[config.mk]
export PLATFORM = sky130hd
export DESIGN_NAME = seq_match_ctrl
export DESIGN_NICKNAME = d
export VERILOG_FILES = /design/src/rtl/seq_ctrl_pkg.sv /design/src/rtl/seq_tag_pipe.sv /design/src/rtl/seq_match_ctrl.sv
export SDC_FILE = /design/constraint.sdc
export NUM_CORES = 1
export LEC_CHECK = 0
export CORE_MARGIN = 4
export CORE_UTILIZATION = 35
export CTS_CLUSTER_SIZE = 28
export DETAILED_ROUTE_END_ITERATION = 12
export GPL_ROUTABILITY_DRIVEN = 0
export GPL_TIMING_DRIVEN = 0
export HOLD_SLACK_MARGIN = 0.06
export PLACE_DENSITY = 0.62
export SYNTH_ARGS = -nofsm -noshare
export SYNTH_HDL_FRONTEND = slang
export SYNTH_SLANG_ARGS = --single-unit
[constraint.sdc]
create_clock -name CLK -period 3.13 [get_ports CLK]
set_clock_uncertainty 0.05 [all_clocks]
set_input_delay 0.313 -clock CLK [delete_from_list [all_inputs] [get_ports CLK]]
set_output_delay 0.313 -clock CLK [all_outputs]
set_load 0.03 [all_outputs]
[src/rtl/seq_ctrl_pkg.sv]
// seq_ctrl_pkg: shared types and defaults for the seq_match_ctrl slice.
//   state_e       - frame controller state encoding
//   DEF_IDLE_BYTE - default filler byte driven on bubbles and drain
package seq_ctrl_pkg;

  typedef enum logic [2:0] {
    ST_IDLE   = 3'd0,
    ST_CLEAR  = 3'd1,
    ST_STREAM = 3'd2,
    ST_DRAIN  = 3'd3,
    ST_REPORT = 3'd4
  } state_e;

  localparam logic [7:0] DEF_IDLE_BYTE = 8'h00;

endpackage

[src/rtl/seq_tag_pipe.sv]
// seq_tag_pipe: DEPTH-deep shift register of {valid, pos} tags that tracks
// bytes through the detector latency. Resets to all-invalid.
//   clk, rst            - clock, async active-high reset
//   in_valid, in_pos    - tag entering the pipe
//   out_valid, out_pos  - tag leaving the pipe, aligned with the detector match
module seq_tag_pipe #(
  parameter int unsigned POS_W = 16,
  parameter int unsigned DEPTH = 1
) (
  input  logic             clk,
  input  logic             rst,
  input  logic             in_valid,
  input  logic [POS_W-1:0] in_pos,
  output logic             out_valid,
  output logic [POS_W-1:0] out_pos
);

  logic [DEPTH-1:0]            vld_q;
  logic [DEPTH-1:0][POS_W-1:0] pos_q;

  // Plain shift: stage 0 takes the new tag, every other stage takes its neighbour.
  always_ff @(posedge clk or posedge rst) begin
    if (rst) begin
      vld_q <= '0;
      pos_q <= '0;
    end else begin
      vld_q[0] <= in_valid;
      pos_q[0] <= in_pos;
      for (int i = 1; i < int'(DEPTH); i++) begin
        vld_q[i] <= vld_q[i-1];
        pos_q[i] <= pos_q[i-1];
      end
    end
  end

  assign out_valid = vld_q[DEPTH-1];
  assign out_pos   = pos_q[DEPTH-1];

endmodule

[src/rtl/seq_match_ctrl.sv]
// seq_match_ctrl: frame-level sequencer for the shared byte sequence detector.
// Resets the detector before each frame, streams one byte per clock (filler on
// bubbles), counts detector matches and reports a per-frame result.
//   CLK, RST                  - clock, async active-high reset
//   S_VALID/S_READY/S_DATA/S_LAST - input byte stream
//   DET_RST, DET_D_IN, DET_MATCH  - detector control, byte and match flag
//   R_VALID/R_READY, R_COUNT, R_HIT, R_FIRST_POS, R_ABORT - frame report
// Build option: SEQ_CTRL_TIMEOUT_EN adds the consecutive-bubble abort.
module seq_match_ctrl
  import seq_ctrl_pkg::*;
#(
  parameter int unsigned CNT_W      = 8,
  parameter int unsigned POS_W      = 16,
  parameter int unsigned CLR_CYCLES = 2,
  parameter int unsigned MATCH_LAT  = 1,
  parameter logic [7:0]  IDLE_BYTE  = DEF_IDLE_BYTE,
  parameter int unsigned TIMEOUT    = 255
) (
  input  logic             CLK,
  input  logic             RST,
  input  logic             S_VALID,
  output logic             S_READY,
  input  logic [7:0]       S_DATA,
  input  logic             S_LAST,
  output logic             DET_RST,
  output logic [7:0]       DET_D_IN,
  input  logic             DET_MATCH,
  output logic             R_VALID,
  input  logic             R_READY,
  output logic [CNT_W-1:0] R_COUNT,
  output logic             R_HIT,
  output logic [POS_W-1:0] R_FIRST_POS,
  output logic             R_ABORT
);

  localparam int unsigned PH_MAX = (CLR_CYCLES > MATCH_LAT + 1) ? CLR_CYCLES : MATCH_LAT + 1;
  localparam int unsigned PH_W   = $clog2(PH_MAX + 1);

  state_e           state;
  logic [PH_W-1:0]  ph_q;       // cycle counter for CLEAR and DRAIN
  logic [POS_W-1:0] pos_q;      // index of the next accepted byte
  logic             tag_vld_q;  // tag travelling alongside DET_D_IN
  logic [POS_W-1:0] tag_pos_q;
  logic             pipe_vld;
  logic [POS_W-1:0] pipe_pos;

`ifdef SEQ_CTRL_TIMEOUT_EN
  localparam int unsigned TO_W = (TIMEOUT > 1) ? $clog2(TIMEOUT) : 1;
  logic [TO_W-1:0] bub_q;
  logic            abort_q;
  assign R_ABORT = abort_q;
`else
  assign R_ABORT = 1'b0;
`endif

  // Tags line up with DET_MATCH: one register here plus MATCH_LAT in the pipe.
  seq_tag_pipe #(
    .POS_W (POS_W),
    .DEPTH (MATCH_LAT)
  ) u_tag_pipe (
    .clk       (CLK),
    .rst       (RST),
    .in_valid  (tag_vld_q),
    .in_pos    (tag_pos_q),
    .out_valid (pipe_vld),
    .out_pos   (pipe_pos)
  );

  // Frame FSM with registered outputs and match accounting.
  always_ff @(posedge CLK or posedge RST) begin
    if (RST) begin
      state       <= ST_IDLE;
      ph_q        <= '0;
      pos_q       <= '0;
      tag_vld_q   <= 1'b0;
      tag_pos_q   <= '0;
      S_READY     <= 1'b0;
      DET_RST     <= 1'b1;
      DET_D_IN    <= IDLE_BYTE;
      R_VALID     <= 1'b0;
      R_COUNT     <= '0;
      R_HIT       <= 1'b0;
      R_FIRST_POS <= '0;
`ifdef SEQ_CTRL_TIMEOUT_EN
      bub_q       <= '0;
      abort_q     <= 1'b0;
`endif
    end else begin
      // Filler and an invalid tag unless a byte is accepted below.
      DET_D_IN  <= IDLE_BYTE;
      tag_vld_q <= 1'b0;
      tag_pos_q <= '0;

      // Only matches tied to a real byte of this frame count.
      if ((state == ST_STREAM || state == ST_DRAIN) && DET_MATCH && pipe_vld) begin
        if (R_COUNT != '1) R_COUNT <= R_COUNT + CNT_W'(1);
        if (!R_HIT) begin
          R_HIT       <= 1'b1;
          R_FIRST_POS <= pipe_pos;
        end
      end

      case (state)
        ST_IDLE: begin
          if (S_VALID) begin
            state       <= ST_CLEAR;
            ph_q        <= '0;
            pos_q       <= '0;
            R_COUNT     <= '0;
            R_HIT       <= 1'b0;
            R_FIRST_POS <= '0;
`ifdef SEQ_CTRL_TIMEOUT_EN
            bub_q       <= '0;
            abort_q     <= 1'b0;
`endif
          end
        end

        ST_CLEAR: begin
          if (ph_q == PH_W'(CLR_CYCLES - 1)) begin
            state   <= ST_STREAM;
            S_READY <= 1'b1;
            DET_RST <= 1'b0;
          end else begin
            ph_q <= ph_q + PH_W'(1);
          end
        end

        ST_STREAM: begin
          if (S_VALID) begin
            DET_D_IN  <= S_DATA;
            tag_vld_q <= 1'b1;
            tag_pos_q <= pos_q;
            if (pos_q != '1) pos_q <= pos_q + POS_W'(1);
`ifdef SEQ_CTRL_TIMEOUT_EN
            bub_q <= '0;
`endif
            if (S_LAST) begin
              state   <= ST_DRAIN;
              S_READY <= 1'b0;
              ph_q    <= '0;
            end
          end
`ifdef SEQ_CTRL_TIMEOUT_EN
          else if (bub_q == TO_W'(TIMEOUT - 1)) begin
            state   <= ST_DRAIN;
            S_READY <= 1'b0;
            ph_q    <= '0;
            abort_q <= 1'b1;
          end else begin
            bub_q <= bub_q + TO_W'(1);
          end
`endif
        end

        // MATCH_LAT+1 filler cycles let the last byte's match come back.
        ST_DRAIN: begin
          if (ph_q == PH_W'(MATCH_LAT)) begin
            state   <= ST_REPORT;
            R_VALID <= 1'b1;
            DET_RST <= 1'b1;
          end else begin
            ph_q <= ph_q + PH_W'(1);
          end
        end

        ST_REPORT: begin
          if (R_READY) begin
            state   <= ST_IDLE;
            R_VALID <= 1'b0;
          end
        end

        default: state <= ST_IDLE;
      endcase
    end
  end

endmodule

==> results.yml <==
timing:
  worst_slack_ns: 1.04
  finalHoldViolations: 0
  slew_headroom_pct: 65.2
  grt_setup_unrepaired: "no"
  holdWs_ns: 0.227
  report.final.setup_viol: 0
  layout_min_cycle_time_ns: 2.09
  period_share_pct: 66.8
  finalSetupTns_ns: 0
  fmax_mhz: 478
  slew_violations: 0
  worstMarginPinSlew_ns: 0.515
critical_path:
  reg2reg_depth: 6
  slowest_stage: "nor2_1"
  crit_chain: "buf_2, nand4b_1, nor2_1, clkbuf_1, nand2_1, a21oi_1"
  critPathArrivalTime_ns: 2.32
  cp-start-kind: "register"
  cp_slowest_stage_delay_ns: 0.46
  path_max_fanout: 10
  end_kind: "register"
  crit_type: "reg -> reg"
  crit_required_ns: 3.36
power:
  ir_worst_vdd_uv: 340
  power.switching_uw: 890
  intPower_mw: 1.99
  p_seq_share_pct: 46.4
  switching_share_pct: 30.9
  power_mw: 2.88
  p_leak_nw: 2.01
  clkPwrFrac_pct: 30.4
  pwr-share-comb_pct: 23.1
  p_per_area_nw_per_um2: 634
global_routing:
  antenna_found_initial: 0
  grt_first_pass_wirelength_um: 11600
  grt_pass1_vias: 2415
  grt_max_degree: 66
  track_usage_pct: 12.5
  overflow: 0
clocking:
  post_cts_buffers: 0
  numCtsBuffers: 9
  clk_pin_slew_ns: 0.09
  cts_tree: "done"
  clk_latency_ns: 0.36
  clock_path_buffers: 2
  cts_sinks: 91
  h-tree-depth: 3
  post_cts_resize_count: 0
  ctsHoldBuffers: 0
  clock-root-buffer: "clkbuf_8"
routing:
  routed_wl_um: 6700
  drt-pass1-iter-count: 4
  drcViolationCount: 0
  drtAntennaViolNets: 0
  dr_wl_met3_um: 531
  vias: 2522
  top_layer: "met4"
  route.met2.wl_um: 3030
  viasPerCell: 4.72
  wire_per_inst_um: 12.5
  drt-initial-drc-count: 100
  wl_met1_um: 3060
logic_synthesis:
  synth_top_area_cell: "dfrtp_1"
  synth_edf_count: 0
  ys.flop_type: "dfrtp_1"
  synth_fp_nets: 352
  synth_cells: 335
  yosysWarnings: 0
  async_reset_ff_share_pct: 100
  seq_area_frac_synth_pct: 62.7
  yosysUniqueCellTypes: 45
  synth_area_leaders: "dfrtp_1, nand2_1, and2_1, a21oi_1, nor2_1"
  synth_seq_cells: 91
  synthesis.area_um2: 3630
  avgSynthCellArea_um2: 10.8
  synth_top_area_share_pct: 62.0
finish:
  regArea_um2: 2280
  n_antenna_cell: 0
  utilization_pct: 45.6
  fillers: 955
  fin_cells: 534
  final_area_um2: 4540
  syn2layout_area_growth_pct: 25.0
  nets: 413
  drive_above_1_share_pct: 8.73
  multi_input_comb_area_um2: 1220
floorplan:
  die_x_um: 110
  pin_count: 51
  rows: 36
  dieHeight_um: 110
  initial_utilization_pct: 36.5
  die_area_um2: 12100
  core-area_um2: 9950
placement:
  placed_cell_area_um2: 4320
  dpl.cell_count: 518
  hpwl_um: 4700
  portBuffers: 49
  dp_slack_ns: 0.752
worst_hold_path:
  holdCritPathClass: "in -> async"
job:
  maxCapViolations: 0
status:
  status: "complete, no violations"
## cells by family after synthesis
logic type	Yosys count	synth area share, %
AO/OA/AOI/OAI	55	8.85
adder cells (fa/ha/maj)	3	1.03
buffers and inverters	26	3.79
flip-flops	91	62.7
multiplexers	1	0.275
AND/OR/NAND/NOR	146	20.4
XOR/XNOR	12	2.89
other	1	0.103
## synthesized netlist by cell type, types with 2 or more instances
cell      instances
o21ai_0          13
nor2_1           27
or3_1             5
nand3b_1          2
o211ai_1          3
nand2_1          49
or2_2             2
nand4_1           6
and2_1           25
buf_2             4
inv_1             8
clkbuf_1          8
nand2b_1          2
nor3_1            5
buf_6             4
dfrtp_1          90
nor2_4            2
and3_1            4
nand4b_1          2
ha_1              3
xor2_1            9
xnor2_1           3
nand3_1           9
o41ai_1           3
a21oi_1          27
## placed cells by master, fill, tap and decap left out, types with 5 or more instances in the layout
| cell type | netlist | final |
|---|---|---|
| clkbuf_8 | 0 | 9 |
| clkbuf_1 | 8 | 9 |
| xor2_1 | 9 | 9 |
| inv_1 | 8 | 7 |
| nor3_1 | 5 | 5 |
| clkdlybuf4s50_1 | 0 | 49 |
| a21oi_1 | 27 | 27 |
| o21ai_0 | 13 | 13 |
| nand3_1 | 9 | 9 |
| and2_1 | 25 | 25 |
| nor2_1 | 27 | 27 |
| or3_1 | 5 | 5 |
| nand4_1 | 6 | 6 |
| dfrtp_1 | 90 | 90 |
| nand2_1 | 49 | 49 |
## power by group through the flow
| stage | Combinational [mW] | Sequential [mW] | Clock [mW] |
|---|---|---|---|
| 3_5_place_dp | 0.676 | 1.36 | 0 |
| 4_1_cts | 0.680 | 1.34 | 0.910 |
| 2_1_floorplan | 0.380 | 1.43 | 0 |
| 6_report | 0.667 | 1.34 | 0.877 |
| 5_1_grt | 0.752 | 1.35 | 0.967 |
| 3_3_place_gp | 0.661 | 1.36 | 0 |
## layout make-up
cell class                 instances  area share (%)
buffer                            18            2.37
clock buffer                      10            2.81
clock inverter                     6            2.09
inverter                           8           0.716
multi-input combinational        218            26.8
sequential                        91            50.2
tap                              133            3.66
timing repair buffer              50            11.4
## state kept, by name, indices dropped and copies added (netlist names), 2 cells and up
name                flops
R_FIRST_POS            16
u_tag_pipe.out_pos     16
R_COUNT                 8
ph_q                    2
tag_pos_q              16
DET_D_IN                8
state                   3
pos_q                  16
## layer usage
layer | global-route usage [%] | up-vias
li1 | - | 1246
met1 | 16.4 | 1192
met2 | 18.7 | 73
met3 | 5.23 | 11
met4 | 4.01 | 0
met5 | 0 | -
## path summary, 6_finish.rpt
check	start	endpoint	slack (ns)
worst max-delay path	state[1]$_DFFE_PP0P_	R_FIRST_POS[14]$_DFF_PP0_	1.04
min in group CLK	tag_pos_q[7]$_DFF_PP0_	u_tag_pipe.out_pos[7]$_DFF_PP0_	0.30
worst min register to register	tag_pos_q[7]$_DFF_PP0_	u_tag_pipe.out_pos[7]$_DFF_PP0_	0.30
max in group asynchronous	RST	pos_q[2]$_DFFE_PP0P_	2.19
worst max register to register	state[1]$_DFFE_PP0P_	R_FIRST_POS[14]$_DFF_PP0_	1.04
worst min-delay path	RST	R_COUNT[4]$_DFF_PP0_	0.23
## critical path, delay by kind of cell (launching register included)
kind                   cells  cell delay [ns]
AOI/OAI and AO/OA          1             0.15
buffers and inverters      2             0.59
and+or+nand+nor            3             0.91
DFF                        1             0.32
Power figures use the tool's default switching activity.
